### config.mk
export PLATFORM = sky130hd
export DESIGN_NAME = board_adder_bist
export DESIGN_NICKNAME = d
export VERILOG_FILES = /design/src/rtl/board_test_pkg.sv /design/src/rtl/bist_vector_gen.sv /design/src/rtl/board_adder_bist.sv
export SDC_FILE = /design/constraint.sdc
export NUM_CORES = 1
export LEC_CHECK = 0
export BUFFER_PORTS_ARGS = -buffer_cell sky130_fd_sc_hd__buf_2
export CAP_MARGIN = 0
export CORE_MARGIN = 10
export CORE_UTILIZATION = 50
export DETAILED_ROUTE_END_ITERATION = 8
export GPL_TIMING_DRIVEN = 1
export PLACE_DENSITY = 0.84
export SLEW_MARGIN = 20
export SYNTH_ARGS = -nofsm -noshare
export SYNTH_HDL_FRONTEND = slang
export SYNTH_SLANG_ARGS = --single-unit
### constraint.sdc
create_clock -name clk -period 2.97 [get_ports clk]
set_input_delay 0.297 -clock clk [delete_from_list [all_inputs] [get_ports clk]]
set_output_delay 0.297 -clock clk [all_outputs]
set_load 0.005 [all_outputs]
### src/rtl/board_test_pkg.sv
// rtl/board_test_pkg.sv - shared types and sizes for the board adder self-test
package board_test_pkg;

  typedef enum logic [1:0] {
    IDLE = 2'd0,
    P3   = 2'd1,
    P4   = 2'd2,
    DONE = 2'd3
  } state_t;

  localparam int N3    = 64;
  localparam int N4    = 256;
  localparam int ERR_W = 9;
  localparam int SUM_W = 5;

endpackage

### src/rtl/bist_vector_gen.sv
// rtl/bist_vector_gen.sv - settle timer, vector index and phase for the adder sweep
module bist_vector_gen
  import board_test_pkg::*;
#(
  parameter int SETTLE = 2
) (
  input  logic       clk,
  input  logic       reset,
  input  logic       load,
  input  logic       run,
  output logic [2:0] op_a,
  output logic [2:0] op_b,
  output logic [3:0] op_c,
  output logic [3:0] op_d,
  output logic       phase,
  output logic       sample,
  output logic       last
);

  localparam logic [3:0] SETTLE_CNT = 4'(SETTLE);
  localparam logic [7:0] LAST3      = 8'(N3 - 1);
  localparam logic [7:0] LAST4      = 8'(N4 - 1);

  logic [3:0] settle_cnt;
  logic [7:0] idx;

  // The sum is taken on the final cycle of each vector's hold window.
  assign sample = run && (settle_cnt == 4'd0);
  assign last   = phase ? (idx == LAST4) : (idx == LAST3);

  // Operands are forced to zero whenever no run is in progress, and the idle adder sees zeros.
  assign op_a = (run && !phase) ? idx[5:3] : 3'd0;
  assign op_b = (run && !phase) ? idx[2:0] : 3'd0;
  assign op_c = (run &&  phase) ? idx[7:4] : 4'd0;
  assign op_d = (run &&  phase) ? idx[3:0] : 4'd0;

  // Count down each hold window, then step the index; wrap into the 4-bit phase after vector 63.
  always_ff @(posedge clk or negedge reset) begin
    if (!reset) begin
      settle_cnt <= 4'd0;
      idx        <= 8'd0;
      phase      <= 1'b0;
    end else if (load) begin
      settle_cnt <= SETTLE_CNT;
      idx        <= 8'd0;
      phase      <= 1'b0;
    end else if (run) begin
      if (settle_cnt == 4'd0) begin
        settle_cnt <= SETTLE_CNT;
        if (last) begin
          idx   <= 8'd0;
          phase <= ~phase;
        end else begin
          idx <= idx + 8'd1;
        end
      end else begin
        settle_cnt <= settle_cnt - 4'd1;
      end
    end
  end

endmodule

### src/rtl/board_adder_bist.sv
// rtl/board_adder_bist.sv - self-test sequencer sweeping the 3-bit and 4-bit board adders
module board_adder_bist
  import board_test_pkg::*;
#(
  parameter int SETTLE = 2
) (
  input  logic             clk,
  input  logic             reset,
  input  logic             start,
  input  logic             abort,
  output logic [2:0]       add_a,
  output logic [2:0]       add_b,
  input  logic [3:0]       sum_ab,
  output logic [3:0]       add_c,
  output logic [3:0]       add_d,
  input  logic [4:0]       sum_cd,
  output logic             busy,
  output logic             done,
  output logic             pass,
  output logic [ERR_W-1:0] err_count,
  output logic             fail_valid,
  output logic             fail_phase,
  output logic [3:0]       fail_a,
  output logic [3:0]       fail_b,
  output logic [SUM_W-1:0] fail_sum
);

  state_t           state;
  logic             go;
  logic             phase;
  logic             sample;
  logic             last;
  logic             mismatch;
  logic [3:0]       golden_ab;
  logic [SUM_W-1:0] golden_cd;

  // Abort beats a coincident start while idle; a finished run restarts on start alone.
  assign go = ((state == IDLE) && start && !abort) || ((state == DONE) && start);

  bist_vector_gen #(
    .SETTLE (SETTLE)
  ) u_vec (
    .clk    (clk),
    .reset  (reset),
    .load   (go),
    .run    (busy),
    .op_a   (add_a),
    .op_b   (add_b),
    .op_c   (add_c),
    .op_d   (add_d),
    .phase  (phase),
    .sample (sample),
    .last   (last)
  );

  // Golden sums at the adders' native widths; compares are exact.
  assign golden_ab = {1'b0, add_a} + {1'b0, add_b};
  assign golden_cd = {1'b0, add_c} + {1'b0, add_d};
  assign mismatch  = phase ? (sum_cd != golden_cd) : (sum_ab != golden_ab);

  assign pass = done && (err_count == '0);

  // Run sequencing, error counting and first-failure capture.
  always_ff @(posedge clk or negedge reset) begin
    if (!reset) begin
      state      <= IDLE;
      busy       <= 1'b0;
      done       <= 1'b0;
      err_count  <= '0;
      fail_valid <= 1'b0;
      fail_phase <= 1'b0;
      fail_a     <= 4'd0;
      fail_b     <= 4'd0;
      fail_sum   <= '0;
    end else begin
      case (state)
        IDLE, DONE: begin
          if (go) begin
            state      <= P3;
            busy       <= 1'b1;
            done       <= 1'b0;
            err_count  <= '0;
            fail_valid <= 1'b0;
            fail_phase <= 1'b0;
            fail_a     <= 4'd0;
            fail_b     <= 4'd0;
            fail_sum   <= '0;
          end
        end
        P3, P4: begin
          if (abort) begin
            state <= IDLE;
            busy  <= 1'b0;
            done  <= 1'b0;
          end else if (sample) begin
            if (mismatch) begin
              if (err_count != '1) err_count <= err_count + ERR_W'(1);
              if (!fail_valid) begin
                fail_valid <= 1'b1;
                fail_phase <= phase;
                fail_a     <= phase ? add_c  : {1'b0, add_a};
                fail_b     <= phase ? add_d  : {1'b0, add_b};
                fail_sum   <= phase ? sum_cd : {1'b0, sum_ab};
              end
            end
            if (last) begin
              if (state == P3) begin
                state <= P4;
              end else begin
                state <= DONE;
                busy  <= 1'b0;
                done  <= 1'b1;
              end
            end
          end
        end
        default: state <= IDLE;
      endcase
    end
  end

endmodule

Yosys cells after proc, flatten, opt, wreduce, memory -nomap -nowiden
Cells that the tools add are included.
{"block": "word_totals", "register_bits": 41, "input_bits": 13}
{"block": "op_classes", "addsub": 5, "eq_ne": 17, "n_mux": 70, "bitwise": 1, "reduce_logical": 25}
{"op": "4-bit two-way mux", "count": 16}
{"op": "9-bit two-way mux", "count": 5}
{"op": "8-bit two-way mux", "count": 4}
{"op": "5-bit two-way mux", "count": 6}
{"op": "1-bit two-way mux", "count": 24}
{"op": "9-bit case mux with 2 select lines", "count": 1}
{"op": "4-bit case mux with 2 select lines", "count": 2}
{"op": "2-bit != test, second input constant", "count": 6}
{"op": "5-bit case mux with 2 select lines", "count": 1}
{"op": "5-bit AND reduction", "count": 2}
{"op": "9-bit by 1-bit adder with 9-bit output, second input constant", "count": 1}
{"op": "9-bit logical NOT", "count": 1}
{"op": "3-bit != test, second input constant", "count": 3}
{"op": "9-bit != test, second input constant", "count": 1}
{"op": "8-bit by 1-bit adder with 8-bit output, second input constant", "count": 1}
{"op": "8-bit by 6-bit equality test with 1-bit output, second input constant", "count": 1}
{"op": "8-bit equality test, second input constant", "count": 1}
{"op": "2-bit two-way mux", "count": 4}
{"op": "1-bit case mux with 2 select lines", "count": 4}
{"op": "4-bit AND reduction", "count": 2}
{"op": "1-bit logical AND", "count": 7}
{"op": "3-bit two-way mux", "count": 2}
{"op": "3-bit AND reduction", "count": 2}
{"op": "2-bit nonzero test", "count": 3}
{"op": "other kinds (15)", "count": 18}

Logic depth before layout (Yosys ltp)
Gate-level depths: netlist of run 1.
{"block": "logic_depth", "word_depth": 10, "depth_mapped": 14, "depth_no_buf": 10}

Modules after synthesis
From an unflattened synthesis of run 1, not the netlist that was laid out.
{"block": "hier_totals", "cells_unflattened": 283, "area_unflattened_um2": 2733.9}
{"module": "board_adder_bist", "instances": 1, "cells_per_inst": 195, "area_per_inst_um2": 1919.3, "seq_area_each_um2": 700.7}
{"module": "bist_vector_gen", "instances": 1, "cells_per_inst": 88, "area_per_inst_um2": 814.5, "seq_area_each_um2": 325.3}

Worst setup path before layout of run 1
Ideal clock, no wire load.
{"block": "synth_timing", "path_type": "reg-to-reg", "start": "register u_vec.phase", "end": "register fail_a[3]", "setup_time_ns": 0.125, "t_arrival_ns": 3.195, "path_slack_ns": -0.351, "path_stages_with_launch": 14, "period_less_slack_ns": 3.321, "cell_sequence": "dfrtp_1 > clkbuf_1 > buf_1 > and3_1 > ha_1 > inv_1 > fa_1 > xor2_1 > nand3_1 > o31a_1 > buf_6 > o211ai_4 > buf_12 > mux2_4"}
{"element": "start: declaration", "line_no": "bist_vector_gen.sv:15", "text": "output logic phase,"}
{"element": "start signal: assignment", "line_no": "bist_vector_gen.sv:52", "text": "phase <= ~phase;"}
{"element": "1-bit logical AND", "line_no": "bist_vector_gen.sv:35", "text": "assign op_d = (run && phase) ? idx[3:0] : 4'd0;"}
{"element": "4-bit two-way mux", "line_no": "bist_vector_gen.sv:35"}
{"element": "net add_d[0]", "line_no": "board_adder_bist.sv:15", "text": "output logic [3:0] add_d,"}
{"element": "4-bit by 4-bit adder with 5-bit output", "line_no": "board_adder_bist.sv:58", "text": "assign golden_cd = {1'b0, add_c} + {1'b0, add_d};"}
{"element": "5-bit != test", "line_no": "board_adder_bist.sv:59", "text": "assign mismatch = phase ? (sum_cd != golden_cd) : (sum_ab != golden_ab);"}
{"element": "1-bit two-way mux", "line_no": "board_adder_bist.sv:59"}
{"element": "2-bit != test (no line)"}
{"element": "5-bit AND reduction (no line)"}
{"element": "end signal: assignment", "line_no": "board_adder_bist.sv:101", "text": "fail_a <= phase ? add_c : {1'b0, add_a};"}
{"element": "end: declaration", "line_no": "board_adder_bist.sv:23", "text": "output logic [3:0] fail_a,"}
The timed path passes the listed nets, and every way through them passes these cells. The select of a mux whose other input is x is not followed.
A chain may end at the register's enable or synchronous reset.

Worst setup path in the final report of run 1
{"block": "layout_timing", "start": "register u_vec.phase", "end": "register fail_a[1]"}
{"block": "layout_between", "elab_chain_cells": 9}
{"element": "parallel branches: the longest is 9 deep, another holds 4-bit by 4-bit adder with 5-bit output"}
Parallel ways; which one is timed is not known. The select of a mux whose other input is x is not followed.

==> results of run 1 <==
cells in the mapped netlist (3+ instances only):
cell	number	area [µm²]
a21oi_1	12	60.06
o21a_1	3	22.52
dfrtp_1	41	1026
and3_1	17	106.4
nor2_1	17	63.81
nor2b_1	3	18.77
nand2_1	27	101.4
o2bb2ai_1	5	43.79
clkbuf_1	8	30.03
nor4b_1	3	26.28
nand3_1	9	45.04
or3_1	4	25.02
and2_1	5	31.28
o221ai_1	3	26.28
nand3b_1	4	30.03
a21o_1	3	22.52
inv_1	18	67.56
mux2_4	7	105.1
o21ai_0	10	50.05
mux2i_1	10	100.1
xnor2_1	10	87.58
xor2_1	7	61.31
mux2_2	4	45.04
ha_1	15	187.7
area by class of cell:
type	instances	share of cell area, %
sequential	41	31.36
inverter	18	2.060
timing repair buffer	68	12.09
clock inverter	2	1.068
multi-input combinational	210	48.65
tap	70	2.671
clock buffer	5	2.098
cells by family after synthesis:
kind of cell / after synthesis
mux: 21
buf+inv: 30
fa+ha+maj: 17
flops: 41
compound gates: 55
xor+xnor: 17
simple gates: 100
per-stage QoR:
step	power [mW]	utilization, %
floorplan	1.259	-
global placement	1.474	60.53
detailed placement	1.511	60.53
CTS	1.951	62.52
global route	2.091	63.00
finish	1.959	63.00
path summary, 6_finish.rpt:
| kind | startpoint | end | slack (ns) | cells after the start |
|---|---|---|---|---|
| min | reset | fail_b[2]$_DFFE_PN0P_ | 0.12 | 1 |
| min in group clk | abort | state[1]$_DFFE_PN0P_ | 0.29 | 2 |
| max in group asynchronous | reset | u_vec.phase$_DFFE_PN0P_ | 2.23 | 1 |
| max reg2reg | u_vec.phase$_DFFE_PN0P_ | fail_a[1]$_DFFE_PN0P_ | 0.10 | 11 |
| min reg2reg | fail_a[1]$_DFFE_PN0P_ | fail_a[1]$_DFFE_PN0P_ | 0.51 | 1 |
| max | u_vec.phase$_DFFE_PN0P_ | fail_a[1]$_DFFE_PN0P_ | 0.10 | 11 |
power groups by stage:
stage / clock network [mW] / logic [mW] / registers, mW
after global routing: 0.472 / 0.840 / 0.780
final: 0.440 / 0.753 / 0.766
after CTS: 0.448 / 0.739 / 0.765
after global placement: 0 / 0.706 / 0.768
after floorplan: 0 / 0.503 / 0.756
after detailed placement: 0 / 0.736 / 0.776
per-layer routing:
layer / track usage (%) / up-vias / wire length, µm
met5: 0 / - / 0
met4: 4.557 / 0 / 48
met3: 5.356 / 7 / 523
met2: 24.25 / 82 / 3087
met1: 19.61 / 1135 / 3161
li1: - / 1122 / -
registers in the layout, summed over array words and instances (netlist names):
signal,count
fail_b,4
fail_a,4
u_vec.idx,8
fail_phase,1
fail_sum,5
busy,1
u_vec.phase,1
err_count,9
fail_valid,1
u_vec.settle_cnt,4
done,1
state,2
cells in the final DEF (no fill, tap or decap), types with 7 or more instances in the layout:
cell type	instances
nor2_1	17
a21oi_1	12
buf_2	53
buf_4	12
mux2_4	7
xnor2_1	10
mux2i_1	10
o21ai_0	10
inv_1	17
xor2_1	7
nand2_1	27
and3_1	15
ha_1	13
dfrtp_1	39
nand3_1	9
what timing repair did:
item | in CTS | in global routing
gates resized for setup | 0 | 4
setup buffers | 0 | 2
setup endpoints to repair | 0 | 18
hold endpoints to repair | 0 | 0
==> summary.md, run 1 <==
| Metric | Value |
|---|---|
| Register clock-pin slew on the reported worst setup and hold paths | ~0.080 ns |
| Clock skew | around 0.0071 ns |
| Routed wire length | about 6800 µm |
| Worst setup SP type | flip-flop |
| Setup TNS | 0 ns |
| Cts bufs inserted | 5 |
| Part of the power in registers | between 30% and 40% |
| Pre-CTS setup slack | 0.01886 ns |
| Final period utilization | a little over nine tenths |
| Fin Hold WS | 0.1236 ns |
| Outcome | complete, no violations |
| Placer Congestion | around 0.85 |
| Setup violations, final | 0 |
| CP cell instances | nor2b_4, and2_4, ha_4, inv_2, fa_1, xor2_1, nand3_1, o31a_1, o211ai_4, buf_12, mux2_2 |
| Global-route wire length before repair | approximately 11000 µm |
| Initial Util | 52.48% |
| First-pass DRT Iterations | 4 |
| Number of global-route vias before repair | roughly 2300 |
| Synthesized Nets | between 300 and 400 |
| Worst Path Required | around 3.2 ns |
| Initial DRC Count | approximately 170 |
| Synth Area in Adders | 8.337% |
| Main synth FF type | dfrtp_1 |
| Post-synthesis register bit count | 41 |
| Fin nets | roughly 370 |
| DRC violations left | 0 |
| Switching Fraction | a little over a third |
| Max_cap viols | 0 |
| Sw Pwr | around 0.7 mW |
| Fill cells | between 400 and 500 |
| Synth cell types | 51 |
| Area occupied by multi-input gates | around 1600 µm² |
| Number of synthesized flops with an enable pin | 0 |
| All-layer global routing usage | 15.48% |
| Core ar. | roughly 5200 µm² |
| Post-DP HPWL | ~5400 µm |
| Num rows | 26 |
| DIE AREA | between 8000 and 9000 µm² |
| Synth warn | 0 |
| FF/Latch Area | 1028 µm² |
| Synthesized area | roughly 2700 µm² |
| Sequential area share after synthesis | a little under two fifths |
| Final Max Slew Viols | 0 |
| Final hold violations | 0 |
| Avg WL per Cell | between 15 and 20 µm |
| PortBufs | 53 |
| Clock network power share | around 22% |
| Largest net degree at the start of global routing | 42 |
| Comb pwr share | 38.4% |
| WS Path Type | reg -> reg |
| Xor-xnor portion of the synthesized cell area | roughly 5.5% |
| Mapped Avg Cell Area | about 9.7 µm² |
| Worst EP arrival | 3.05 ns |
| CTS HTree Levels | 2 |
| Complex-gate fraction of the synthesized area | between 15 and 20% |
| Worst hold-check path type | in -> async |
| Static leakage | ~1.7 nW |
| CTS root buffer | clkbuf_8 |
| DIE HEIGHT | between 90 and 100 µm |
| CP max-delay cell | fa_1 |
| Cell count after synthesis | roughly 280 |
| I/O pin total | 54 |
| Worst Max-Slew Pin Slew | between 0.8 and 0.9 ns |
| Clock sink total | approximately 40 |
| TritonCTS clock tree | done |
| Post-DP Area | around 3200 µm² |
| Final setup margin | 0.1044 ns |
| Final instance area | about 3300 µm² |
| P_int | 1.251 mW |
| P&R area growth vs syn | 20.06% |
| RSZ-0062 raised after global routing | true |
| Clock latency on the worst-skew pair | 0.30 ns |
| Routed vias/inst | between 5 and 6 |
| Power Dens Cells | around 600 nW/µm² |
| Dpl cells | roughly 410 |
| Buf/Inv on CP | 2 |
| Diodes inserted | 0 |
| Cell family with most CP delay | adder cells |
| Critical path fanouts, max | 14 |
| ANT nets after route | 0 |
| Fmax | roughly 350 MHz |
| Fin cells | 414 |
| Crit path time final | about 2.9 ns |
| Grt ovf | 0 |
| Post-Synth Simple-Gate Area | between 10% and 20% |
| Asr flop ratio synth | 100.0% |
| Largest family of logic cells by synthesized area | simple AND/OR/NAND/NOR gates |
| Initial antenna violation count | 0 |
| Via count | around 2300 |
| CP endpoint kind | flip-flop |
| Fraction of synthesized area in multiplexers | a little under a tenth |
| Worst slew margin | 40.36% |
| Layout cells sized above 1 | between 20% and 30% |
| # hold bufs at CTS | 0 |
| CP max stage delay | just over 0.5 ns |
| Clk buf depth | 2 |
| Die X | between 90 and 100 µm |
| VDD IR max | about 0.00037 V |
No activity file was read; power rests on OpenSTA's default activity.
==> inputs of run 2 (changes only) <==
CTS_BUF_LIST = sky130_fd_sc_hd__clkbuf_16   (was unset)
clock period = 2.4 ns   (was 2.97 ns; I/O delays follow)
==> summary.md, run 2 (synthesized netlist as in run 1, its figures left out) <==
| Metric | Value |
|---|---|
| WS Path Type | reg -> reg |
| Routed wire length | 7634 µm (+12%) |
| Number of global-route vias before repair | 2639 (+16%) |
| Grt ovf | 0 (unchanged) |
| Power Dens Cells | 732.1 nW/µm² (+23%) |
| Clock skew | 0.007477 ns (+0.0003453 ns) |
| Worst Path Required | 2.57 ns (-0.58 ns) |
| # hold bufs at CTS | 0 (unchanged) |
| Setup TNS | -9.296 ns (-9.296 ns) |
| DIE AREA | 8819 µm² (unchanged) |
| Layout cells sized above 1 | 35.90% (+6.5 points) |
| Commonest non-fill, non-tap cell in the layout | buf_2 |
| I/O pin total | 54 (unchanged) |
| Static leakage | 1.878 nW (+12%) |
| Via count | 2529 (+7.8%) |
| Diodes inserted | 0 (unchanged) |
| Clock sink total | 41 (unchanged) |
| Outcome | complete, but fails checks |
| ANT nets after route | 0 (unchanged) |
| First-pass DRT Iterations | 4 (unchanged) |
| TritonCTS clock tree | done |
| Placer Congestion | 0.9057 (+6.0%) |
| Violated checks | setup timing |
| Global-route wire length before repair | 12480 µm (+12%) |
| DRC violations left | 0 (unchanged) |
| Fmax | 349.3 MHz (about the same) |
| Cts bufs inserted | 5 (unchanged) |
| Dpl cells | 433 (+6.9%) |
| Final hold violations | 0 (unchanged) |
| Fin nets | 405 (+8.3%) |
| Worst Max-Slew Pin Slew | 0.9116 ns (+0.01702 ns) |
| Initial antenna violation count | 0 (unchanged) |
| CTS root buffer | clkbuf_16 |
| Fin Hold WS | 0.08610 ns (-0.03752 ns) |
| Largest register FFs | 9 (unchanged) |
| Num rows | 26 (unchanged) |
| Worst setup SP type | flip-flop |
| Clock latency on the worst-skew pair | 0.29 ns (about the same) |
| Initial Util | 52.48% (unchanged) |
| Final period utilization | 119.3% (+23 points) |
| Fin cells | 446 (+7.7%) |
| Routed vias/inst | 5.670 (about the same) |
| Clk buf depth | 2 (unchanged) |
| PortBufs | 53 (unchanged) |
| Register clock-pin slew on the reported worst setup and hold paths | 0.06 ns (-0.02 ns) |
| Crit path time final | 2.863 ns (-0.002642 ns) |
| Post-DP HPWL | 5636 µm (+5.3%) |
| Max_cap viols | 0 (unchanged) |
| Avg WL per Cell | 17.12 µm (+3.9%) |
| Pre-CTS setup slack | -0.4807 ns (-0.4995 ns) |
| Worst hold-check path type | in -> async |
| Final Util | 68.97% (+6.0 points) |
| Top reg by flops | err_count |
| All-layer global routing usage | 17.33% (+1.8 points) |
| Core ar. | 5205 µm² (unchanged) |
| Post-DP Area | 3358 µm² (+6.6%) |
| Final setup margin | -0.4630 ns (-0.5674 ns) |
| CTS HTree Levels | 2 (unchanged) |
| Largest registers | err_count (9), u_vec.idx (8), fail_sum (5) |
| Final Max Slew Viols | 0 (unchanged) |
| Critical path fanouts, max | 7 (-7) |
| DIE HEIGHT | 93.91 µm (unchanged) |
| Die X | 93.91 µm (unchanged) |
| CP endpoint kind | flip-flop |
| Initial DRC Count | 151 (-11%) |
| Worst slew margin | 39.23% (-1.1 points) |
| VDD IR max | 0.0005753 V (+55%) |
| Final instance area | 3590 µm² (+9.5%) |
| Commonest cells after routing, fill and taps aside | 53 x buf_2, 41 x buf_4, 39 x dfrtp_1 |
| Setup violations, final | 24 (+24) |
| RSZ-0062 raised after global routing | true |
| P&R area growth vs syn | 31.42% |
| Worst EP arrival | 3.03 ns (-0.02 ns) |
| Largest net degree at the start of global routing | 42 (unchanged) |
| Overall power | 2.628 mW (+34%) |
==> run 2: cell types whose count changed in the layout (fill, tap and decap cells not counted), sizes merged <==
cell / before / now
bufinv: 1 / 0
clkinvlp: 0 / 1
buf: 67 / 99
clkdlybuf4s25: 1 / 0
clkinv: 1 / 2
==> run 2: layout make-up <==
class	instances	area [µm²]
inverters	18	67.56
flip-flops and latches	41	1028
fillers	387	1615
clock buffers	5	125.1
well taps	70	87.58
repair buffers	99	629.4
clock inverters	3	17.52
multi-input cells	210	1634
==> run 2: per-layer routing <==
metal	wire length, µm	GRT usage [%]	up-vias
met1	3232	20.73	1229
met3	703	5.116	13
met5	0	0	-
met4	101	5.696	0
li1	-	-	1192
met2	3598	28.97	95
==> run 2: power by group <==
| part | switching (mW) | leakage (nW) | internal [mW] |
|---|---|---|---|
| logic | 0.546 | 1.25 | 0.479 |
| clock network | 0.281 | 0.0696 | 0.381 |
| registers | 0.119 | 0.554 | 0.822 |
==> run 2: repair_timing <==
action	4_1_cts	5_1_grt
gates cloned	0	0
pin swaps	0	0
gates resized for setup	9	5
setup endpoints to repair	24	24
setup buffers	3	2
==> run 2: path summary, 6_finish.rpt <==
kind                                          from                    end  slack [ns]  depth (start not counted)
max in group asynchronous                    reset       busy$_DFFE_PN0P_        1.69                          1
min in group clk                             abort   state[1]$_DFFE_PN0P_        0.26                          2
max                        u_vec.phase$_DFFE_PN0P_  fail_b[0]$_DFFE_PN0P_       -0.46                         11
min reg2reg                  fail_a[3]$_DFFE_PN0P_  fail_a[3]$_DFFE_PN0P_        0.51                          1
min                                          reset  fail_a[3]$_DFFE_PN0P_        0.09                          1
max reg2reg                u_vec.phase$_DFFE_PN0P_  fail_b[0]$_DFFE_PN0P_       -0.46                         11
==> run 2: worst max-delay path, cell delays in order, from the launching register on <==
cell and delay [ns]:
dfrtp_2 0.47, nor2b_4 0.15, and2_4 0.17, ha_4 0.13, inv_2 0.04, fa_1 0.51
xor2_1 0.15, nand3_1 0.09, o31a_1 0.30, o211ai_4 0.23, buf_6 0.18, mux2_4 0.31
==> inputs of run 3 (changes only) <==
GPL_TIMING_DRIVEN = 0   (was 1)
RECOVER_POWER = 100   (was unset)
==> summary.md, run 3 (synthesized netlist as in run 1, its figures left out) <==
| Metric | Value |
|---|---|
| Worst slew margin | 30.44% (-8.8 points) |
| Clk buf depth | 2 (unchanged) |
| Die X | 93.91 µm (unchanged) |
| WS Path Type | reg -> reg |
| Diodes inserted | 0 (unchanged) |
| Final Max Slew Viols | 0 (unchanged) |
| Avg WL per Cell | 19.30 µm (+13%) |
| Number of global-route vias before repair | 2579 (-2.3%) |
| Routed vias/inst | 5.856 (+3.3%) |
| DIE HEIGHT | 93.91 µm (unchanged) |
| CP startpoint | u_vec.phase$_DFFE_PN0P_ |
| All-layer global routing usage | 18.20% (+0.87 points) |
| CP endpoint kind | flip-flop |
| Max_cap viols | 0 (unchanged) |
| Met1 usage | 22.24% (+1.5 points) |
| Static leakage | 1.790 nW (-4.7%) |
| Routed wire length | 8472 µm (+11%) |
| CP max-delay cell | fa_1 |
| Worst hold-check path type | in -> async |
| Top reg by flops | err_count |
| CP cell instances | buf_8, buf_8, and3_4, ha_4, inv_2, fa_1, xor2_1, nand3_1, o31a_1, buf_6, o211ai_4, buf_12, buf_12, mux2_4 |
| RSZ-0062 raised after global routing | true |
| Violated checks | setup timing |
| First-pass DRT Iterations | 5 (+1) |
| Fin nets | 400 (-1.2%) |
| # hold bufs at CTS | 0 (unchanged) |
| Most used routing layer | met2 |
| CTS root buffer | clkbuf_16 |
| Initial DRC Count | 253 (+68%) |
| VDD IR max | 0.0004295 V (-25%) |
| Worst Max-Slew Pin Slew | 1.043 ns (+0.1318 ns) |
| Setup TNS | -15.65 ns (-6.350 ns) |
| Power Dens Cells | 760.3 nW/µm² (+3.9%) |
| Grt ovf | 0 (unchanged) |
| Crit path time final | 3.169 ns (+0.3056 ns) |
| DRC violations left | 0 (unchanged) |
| PortBufs | 53 (unchanged) |
| Commonest cells after routing, fill and taps aside | 41 x dfrtp_1, 31 x buf_2, 26 x nand2_1 |
| Setup violations, final | 24 (unchanged) |
| Largest net degree at the start of global routing | 42 (unchanged) |
| Pre-CTS setup slack | -0.7922 ns (-0.3116 ns) |
| Post-DP HPWL | 5387 µm (-4.4%) |
| Final setup margin | -0.7686 ns (-0.3056 ns) |
| M3 GR Usage | 5.516% (+0.40 points) |
| Initial Util | 52.48% (unchanged) |
| Worst setup SP type | flip-flop |
| Cts bufs inserted | 5 (unchanged) |
| Largest registers | err_count (9), u_vec.idx (8), fail_sum (5) |
| Final hold violations | 0 (unchanged) |
| Critical path fanouts, max | 8 (+1) |
| Via count | 2571 (+1.7%) |
| Placer Congestion | 0.9005 (-0.57%) |
| P&R area growth vs syn | 33.39% |
| Outcome | complete, but fails checks |
| I/O pin total | 54 (unchanged) |
| Final period utilization | 132.0% (+13 points) |
| Register clock-pin slew on the reported worst setup and hold paths | 0.06 ns (about the same) |
| Num rows | 26 (unchanged) |
| TritonCTS clock tree | done |
| Commonest non-fill, non-tap cell in the layout | dfrtp_1 |
| CTS HTree Levels | 2 (unchanged) |
| Fmax | 315.6 MHz (-9.6%) |
| Worst Path Required | 2.57 ns (about the same) |
| Largest register FFs | 9 (unchanged) |
| Worst EP arrival | 3.34 ns (+0.31 ns) |
| Met2 usage | 29.32% (+0.35 points) |
| ANT nets after route | 0 (unchanged) |
| Core ar. | 5205 µm² (unchanged) |
| Clock skew | 0.009229 ns (+0.001752 ns) |
| Initial antenna violation count | 0 (unchanged) |
| Clock latency on the worst-skew pair | 0.29 ns (about the same) |
| Fill cells | 375 (-3.1%) |
| CP max stage delay | 0.53 ns (+0.02 ns) |
| Global-route wire length before repair | 12950 µm (+3.8%) |
| Clock sink total | 41 (unchanged) |
| Layout cells sized above 1 | 30.35% (-5.6 points) |
| R2R Path Start | u_vec.phase$_DFFE_PN0P_ |
| DIE AREA | 8819 µm² (unchanged) |
run 3: final cells by class:
| type | instances | area [µm²] | share of cell area (%) |
|---|---|---|---|
| multi-input combinational | 210 | 1688 | 46.33 |
| sequential | 41 | 1026 | 28.16 |
| timing repair buffer | 82 | 520.5 | 14.29 |
| clock buffer | 5 | 125.1 | 3.434 |
| buffer | 12 | 123.9 | 3.400 |
| tap | 70 | 87.58 | 2.404 |
| inverter | 18 | 67.56 | 1.854 |
| clock inverter | 1 | 5.005 | 0.1374 |
run 3: report_power, final:
| part | internal [mW] | switching (mW) | leakage (nW) |
|---|---|---|---|
| Sequential | 0.821 | 0.131 | 0.557 |
| Clock | 0.372 | 0.263 | 0.0655 |
| Combinational | 0.563 | 0.621 | 1.17 |
| Total | 1.76 | 1.02 | 1.79 |
run 3: path summary, 6_finish.rpt:
check                                           endpoint  slack (ns)  cells past startpoint
min in group clk                    state[1]$_DFFE_PN0P_        0.26                      2
worst max-delay path               fail_b[2]$_DFFE_PN0P_       -0.77                     14
worst min register to register   fail_sum[4]$_DFFE_PN0P_        0.51                      1
max in group asynchronous       u_vec.idx[4]$_DFFE_PN0P_        1.63                      1
worst min-delay path              fail_phase$_DFFE_PN0P_        0.13                      1
worst max register to register     fail_b[2]$_DFFE_PN0P_       -0.77                     14
run 3: critical path: cells and delay by family, from the launching register on:
| family | cells | cell delay (ns) |
|---|---|---|
| flops | 1 | 0.41 |
| mux | 1 | 0.29 |
| compound gates | 2 | 0.52 |
| simple gates | 2 | 0.28 |
| fa+ha+maj | 2 | 0.67 |
| xor+xnor | 1 | 0.16 |
| buf+inv | 6 | 0.71 |
run 3: per-stage QoR:
stage               hold slack (ns)  utilization (%)  power (mW)  cell area [µm²]  std cells
floorplan                  -0.05559                -       1.558             2801        281
finish                       0.1325            70.00       2.770             3643        439
detailed placement           0.4298            60.60       1.874             3154        404
global route                 0.2275            70.00       2.928             3643        439
CTS                          0.1351            67.19       2.670             3497        426
global placement             0.4164            60.60       1.828             3154        404
run 3: per-layer routing:
metal / up-vias / part of all wire [%]
li1: 1173 / -
met1: 1241 / 42
met2: 141 / 47
met3: 16 / 8.8
met4: 0 / 2.1
met5: - / 0
run 3: what timing repair did:
item,in CTS,in global routing
pin swaps,6,12
gates resized for setup,12,22
cloned,2,0
setup buffers,14,14
endpoints found under the setup margin,26,26
